File: src/rtl/xor_stream.sv
// Streaming XOR of a valid/ready word stream with a rolling multi-word key.
// The key loads word by word; the output stage is a single register slice.
module xor_stream #(
  parameter int DATA_W    = 32,
  parameter int KEY_WORDS = 4
) (
  input  logic              clk,
  input  logic              rst,
  input  logic              enabled,
  input  logic              key_wr,
  input  logic [DATA_W-1:0] key_data,
  input  logic              key_clear,
  output logic              key_loaded,
  input  logic              in_valid,
  output logic              in_ready,
  input  logic [DATA_W-1:0] in_data,
  input  logic              in_last,
  output logic              out_valid,
  input  logic              out_ready,
  output logic [DATA_W-1:0] out_data,
  output logic              out_last
);

  localparam int PTR_W = (KEY_WORDS > 1) ? $clog2(KEY_WORDS) : 1;
  localparam logic [PTR_W-1:0] LAST_IDX = PTR_W'(KEY_WORDS - 1);

  typedef enum logic [1:0] {
    KEY_EMPTY = 2'd0,
    KEY_LOAD  = 2'd1,
    RUN       = 2'd2
  } state_t;

  state_t            state_q;
  logic [PTR_W-1:0]  wcnt_q, wcnt_d;
  logic [PTR_W-1:0]  kptr_q, kptr_d;
  logic [DATA_W-1:0] key_q [KEY_WORDS];
  logic              out_valid_q;
  logic [DATA_W-1:0] out_data_q, out_data_d;
  logic              out_last_q;
  logic              accept;

  assign in_ready   = (state_q == RUN) && !key_clear && (!out_valid_q || out_ready);
  assign accept     = in_valid && in_ready;
  assign key_loaded = (state_q == RUN);
  assign out_valid  = out_valid_q;
  assign out_data   = out_data_q;
  assign out_last   = out_last_q;

  always_comb begin
    kptr_d     = kptr_q;
    wcnt_d     = (wcnt_q == LAST_IDX) ? '0 : wcnt_q + PTR_W'(1);
    out_data_d = enabled ? (in_data ^ key_q[kptr_q]) : in_data;
    // Packet end restarts the key regardless of mode; bypass words do not advance it.
    if (in_last)
      kptr_d = '0;
    else if (enabled)
      kptr_d = (kptr_q == LAST_IDX) ? '0 : kptr_q + PTR_W'(1);
  end

  always_ff @(posedge clk) begin
    if (rst) begin
      state_q     <= KEY_EMPTY;
      wcnt_q      <= '0;
      kptr_q      <= '0;
      out_valid_q <= 1'b0;
      out_data_q  <= '0;
      out_last_q  <= 1'b0;
      for (int i = 0; i < KEY_WORDS; i++) key_q[i] <= '0;
    end else begin
      if (key_clear) begin
        state_q <= KEY_EMPTY;
        wcnt_q  <= '0;
        kptr_q  <= '0;
        for (int i = 0; i < KEY_WORDS; i++) key_q[i] <= '0;
      end else if (key_wr) begin
        case (state_q)
          KEY_EMPTY, KEY_LOAD: begin
            key_q[wcnt_q] <= key_data;
            wcnt_q        <= wcnt_d;
            state_q       <= (wcnt_q == LAST_IDX) ? RUN : KEY_LOAD;
          end
          default: ;
        endcase
      end

      // accept implies RUN and no key_clear, so it never collides with key updates
      if (accept) begin
        out_valid_q <= 1'b1;
        out_data_q  <= out_data_d;
        out_last_q  <= in_last;
        kptr_q      <= kptr_d;
      end else if (out_ready) begin
        out_valid_q <= 1'b0;
      end
    end
  end

endmodule

File: config.mk
export PLATFORM = sky130hd
export DESIGN_NAME = xor_stream
export DESIGN_NICKNAME = d
export VERILOG_FILES = /design/src/rtl/xor_stream.sv
export SDC_FILE = /design/constraint.sdc
export NUM_CORES = 1
export LEC_CHECK = 0
export CAP_MARGIN = 20
export CORE_MARGIN = 4
export CORE_UTILIZATION = 60
export DETAILED_ROUTE_END_ITERATION = 7
export DONT_BUFFER_PORTS = 1
export GPL_TIMING_DRIVEN = 0
export PLACE_DENSITY = 0.76
export REMOVE_ABC_BUFFERS = 1
export SLEW_MARGIN = 0
export SYNTH_ARGS = -nofsm -noshare
export SYNTH_HDL_FRONTEND = slang
export SYNTH_SLANG_ARGS = --single-unit
export TNS_END_PERCENT = 1
File: constraint.sdc
create_clock -name clk -period 4.1 [get_ports clk]
set_input_delay 0.615 -clock clk [delete_from_list [all_inputs] [get_ports clk]]
set_output_delay 0.615 -clock clk [all_outputs]
set_load 0.05 [all_outputs]
Word level (Yosys, flattened, before mapping)

Memory sizes are Yosys's and may differ from the RTL's. A register that Yosys moved wholly into a read port is not among the register bits.
Index checks and enable logic that the tools add are counted.

Add/sub/neg operators: 2
Equal/unequal tests: 5
Multiplexer cells: 29
Bitwise logic cells: 5
Reductions and logical operators: 14

Operators with widths:

| operator              | number |
|---|---|
| $mux W32              | 6 |
| $reduce_or A32 Y1     | 1 |
| $xor A32 B32 Y32      | 1 |
| $mux W2               | 10 |
| $mux W1               | 13 |
| $eq A2 B2 Y1 const B  | 3 |
| $add A2 B1 Y2 const B | 2 |
| $or A1 B1 Y1          | 4 |
| $reduce_and A2 Y1     | 2 |
| $reduce_bool A2 Y1    | 2 |
| $reduce_or A2 Y1      | 2 |
| $logic_and A1 B1 Y1   | 3 |
| $ne A3 B3 Y1 const B  | 1 |
| $eq A2 B1 Y1 const B  | 1 |
| $logic_not A1 Y1      | 2 |
| $logic_not A2 Y1      | 1 |
| $logic_or A1 B1 Y1    | 1 |

Register bits: 40
RAM bits: 128
Input bits: 72
Output and inout bits: 36
Memories kept: 1

Memories:

| memory | words | width | read ports | clocked after memory_dff | wr ports | line | text |
|---|---|---|---|---|---|---|---|
| key_q  | 4     | 32    | 1          | 1                        | 4        | 36   | `logic [DATA_W-1:0] key_q [KEY_WORDS];` |

Logic depth before layout (Yosys ltp)

Depth in word-level cells: 9
Depth in mapped cells: 7

Least setup slack after synthesis

No wires, ideal clock.

Kind: input -> register
From: input key_clear
To: memory key_q[3][0], enable pin
Library setup time: 0.394 ns
Arrival: 2.232 ns
Required time: 3.706 ns
Slack: 1.474 ns
Stages on the path: 5
Buffers on the path: 2
Path through: clkbuf_2 nor3_2 buf_2 and2_1 nand2b_1

RTL lines:

| item               | line | text |
|---|---|---|
| start: declaration | 12   | `input logic key_clear,` |
| end: declaration   | 36   |  |

==> impl_metrics.yaml <==
placement:
  io_buffers: 0
  hpwlAfterDp_um: 9180
  place_congestion: 0.721
setup_path:
  required_ns: 4.14
  r2r-start: "state_q[1]"
  crit_path_end_kind: "flop"
  critical_path_buf_inv_count: 1
  setup.worst_path.start: "state_q[1]"
  r2r_setup_slack_ns: 1.30
  r2r_end: "key_q[0][21]"
  critPathKind: "reg -> reg"
  crit_chain: "nand2b_1 -> nor3_4 -> buf_16 -> nand2_1 -> nand2_2"
  reg2regPathDepth: 5
  slowest_stage: "nor3_4"
  cp_top_family: "simple AND/OR/NAND/NOR gates"
  crit_path_max_incr_delay_ns: 0.77
  crit_fanout: 33
  crit_path_start_kind: "flop"
  cp_data_arrival_time_ns: 2.84
pwr:
  static-leakage-power_uw: 0.00338
  peakVddDrop_uv: 343
  power_uw: 3540
  power_density_nw_per_um2: 424
detailed_routing:
  routed_wl_um: 15100
  post_drt_wl_per_cell_um: 20.9
  drc: 0
  ant_nets: 0
  firstDrtPassIters: 4
  drtIter0Drc: 270
  vias: 4318
  vias_per_cell: 6.01
clocking:
  root_buffer: "clkbuf_16"
  numCtsBuffers: 17
  holdBufCountCts: 0
  cts_tree: "done"
  ctsResizeCount: 0
  clk_pin_slew_ns: 0.06
  post_cts_buffers: 0
  cts_sinks: 170
  htree_levels: 4
  clkLatencyLatePin_ns: 0.42
  clockBufferDepth: 2
timing:
  hold_slack_ns: 0.258
  hold_violations: 0
  skew_ns: 0.00550
  rsz0062_at_grt: "no"
  setup-violations-final: 0
  worstMarginPinSlew_ns: 0.946
  fin_crit_sh_pct: 68.2
  period_minus_slack_ns: 2.80
  tns_ns: 0
  relSlewSlack_pct: 36.7
  drv_slew: 0
  max_freq_mhz: 358
worst_hold_path:
  worstHoldPathCells: 1
  hold_end: "out_data[17]"
  hp-class: "in -> reg"
  hp-start: "rst"
synth:
  synth_edf_count: 128
  synthArstFlopShare_pct: 0
  ys.flop_type: "edfxtp_1"
  synth_top_cell_by_area: "edfxtp_1"
  yosysWarnings: 0
  synth_top_cell_area_share_pct: 50.1
  syn_inst: 555
  ys_types: 36
  syn_area_um2: 7670
  ys_seq_area_share_pct: 61.1
  synthTopCellsByCount: "and3_1 (128), edfxtp_1 (128), dfxtp_1 (42), nand2_1 (42), nor2_1 (37)"
  synth.area.top_cells: "edfxtp_1 (50%), dfxtp_1 (11%), and3_1 (10%), mux4_2 (9.1%), xor2_1 (3.5%)"
  synth_seq_cells: 170
  avgSynthCellArea_um2: 13.8
finish:
  drive_gt1_share_pct: 16.3
  diodes: 0
  multi_input_area_um2: 2640
  seq_area_um2: 4690
  nFillCells: 885
  area_growth_syn_to_layout_pct: 8.81
  fin_nets: 611
global_routing:
  grt_use_total_pct: 21.7
  grt_pass1_wl_um: 23800
  grt_max_degree: 45
  grt_remaining_overflow: 0
  grt_pass1_vias: 4509
  antenna_found_initial: 0
status:
  status: "finished, final reports clean"
floorplanning:
  die-area_um2: 14600
  start_util_pct: 61.0
  core_um2: 12600
  ioPinCount: 108
  fp.dieW_um: 121
  rows: 41
  die_y_um: 121
run:
  cap_violations: 0
## per-layer routing
| layer | share of wire (%) | vias up | track usage [%] |
|---|---|---|---|
| met1 | 37 | 2114 | 25.1 |
| met3 | 8.2 | 21 | 6.25 |
| li1 | - | 2043 | - |
| met5 | 0 | - | 0 |
| met2 | 53 | 140 | 38.2 |
| met4 | 1.6 | 0 | 8.43 |
## state kept, by name, summed over array words and instances (netlist names), named ones only
signal	flops
out_valid	1
state_q	2
kptr_q	2
out_last	1
out_data	32
key_q	128
wcnt_q	2
## report_power, final
group / switching [uW] / leakage, uW / total [uW] / internal (uW)
Combinational: 85.3 / 0.00136 / 150 / 64.3
Clock: 637 / 0.000258 / 1460 / 825
Sequential: 15.2 / 0.00177 / 1930 / 1910
## per-stage QoR
stage                     instances  setup WS (ns)  utilization, %  instance area, um^2
after floorplan                 505         -0.726               -                 7320
after global placement          677          -2.55            59.9                 7530
after detailed placement        687           1.08            62.1                 7810
after CTS                       719           1.27            66.4                 8340
after global routing            719           1.12            66.4                 8340
final                           719           1.30            66.4                 8340
## layout make-up
| cell class | count | area share (%) |
|---|---|---|
| clock buffer | 18 | 5.14 |
| clock inverter | 14 | 1.27 |
| tap | 172 | 2.58 |
| timing repair buffer | 10 | 3.03 |
| multi-input combinational | 332 | 31.6 |
| sequential | 170 | 56.2 |
| inverter | 3 | 0.135 |
## logic make-up after synthesis
group	Yosys count	share of synthesized area, %
adders and majority gates	5	0.816
buffers and inverters	53	4.68
muxes	34	9.71
and+or+nand+nor	222	15.7
xor gates and xnor gates	31	3.54
AOI/OAI and AO/OA	40	4.49
DFF	170	61.1
## worst register-to-register path, delay by kind of cell, from the launching register on
family	cells	cell delay, ns
AND/OR/NAND/NOR	4	1.83
flip-flops	1	0.33
buffers and inverters	1	0.24
## worst max-delay path by stage
stage | depth (start not counted) | slack [ns] | end
2_1_floorplan | 4 | -0.73 | key_q[3][0]
3_3_place_gp | 4 | -2.55 | key_q[3][18]
3_5_place_dp | 5 | 1.08 | key_q[0][18]
4_1_cts | 5 | 1.27 | key_q[0][18]
5_1_grt | 5 | 1.12 | key_q[0][14]
6_report | 5 | 1.30 | key_q[0][21]
## layout by cell type, fill, tap and decap left out, types with 2 or more instances in the layout
cell type	instances
a211oi_2	10
mux2i_1	2
ha_1	5
nand2_2	3
nor3_1	5
clkinv_1	3
clkinv_2	5
buf_12	3
dfxtp_2	2
dfxtp_1	40
xor2_1	31
edfxtp_1	128
inv_1	3
buf_16	7
mux4_2	31
and3_1	128
a211oi_1	21
a21oi_1	5
nor2_1	37
nand2b_1	2
nand2_1	39
clkinvlp_4	3
clkbuf_16	17
Note: power is estimated with default switching activity, not from simulation.
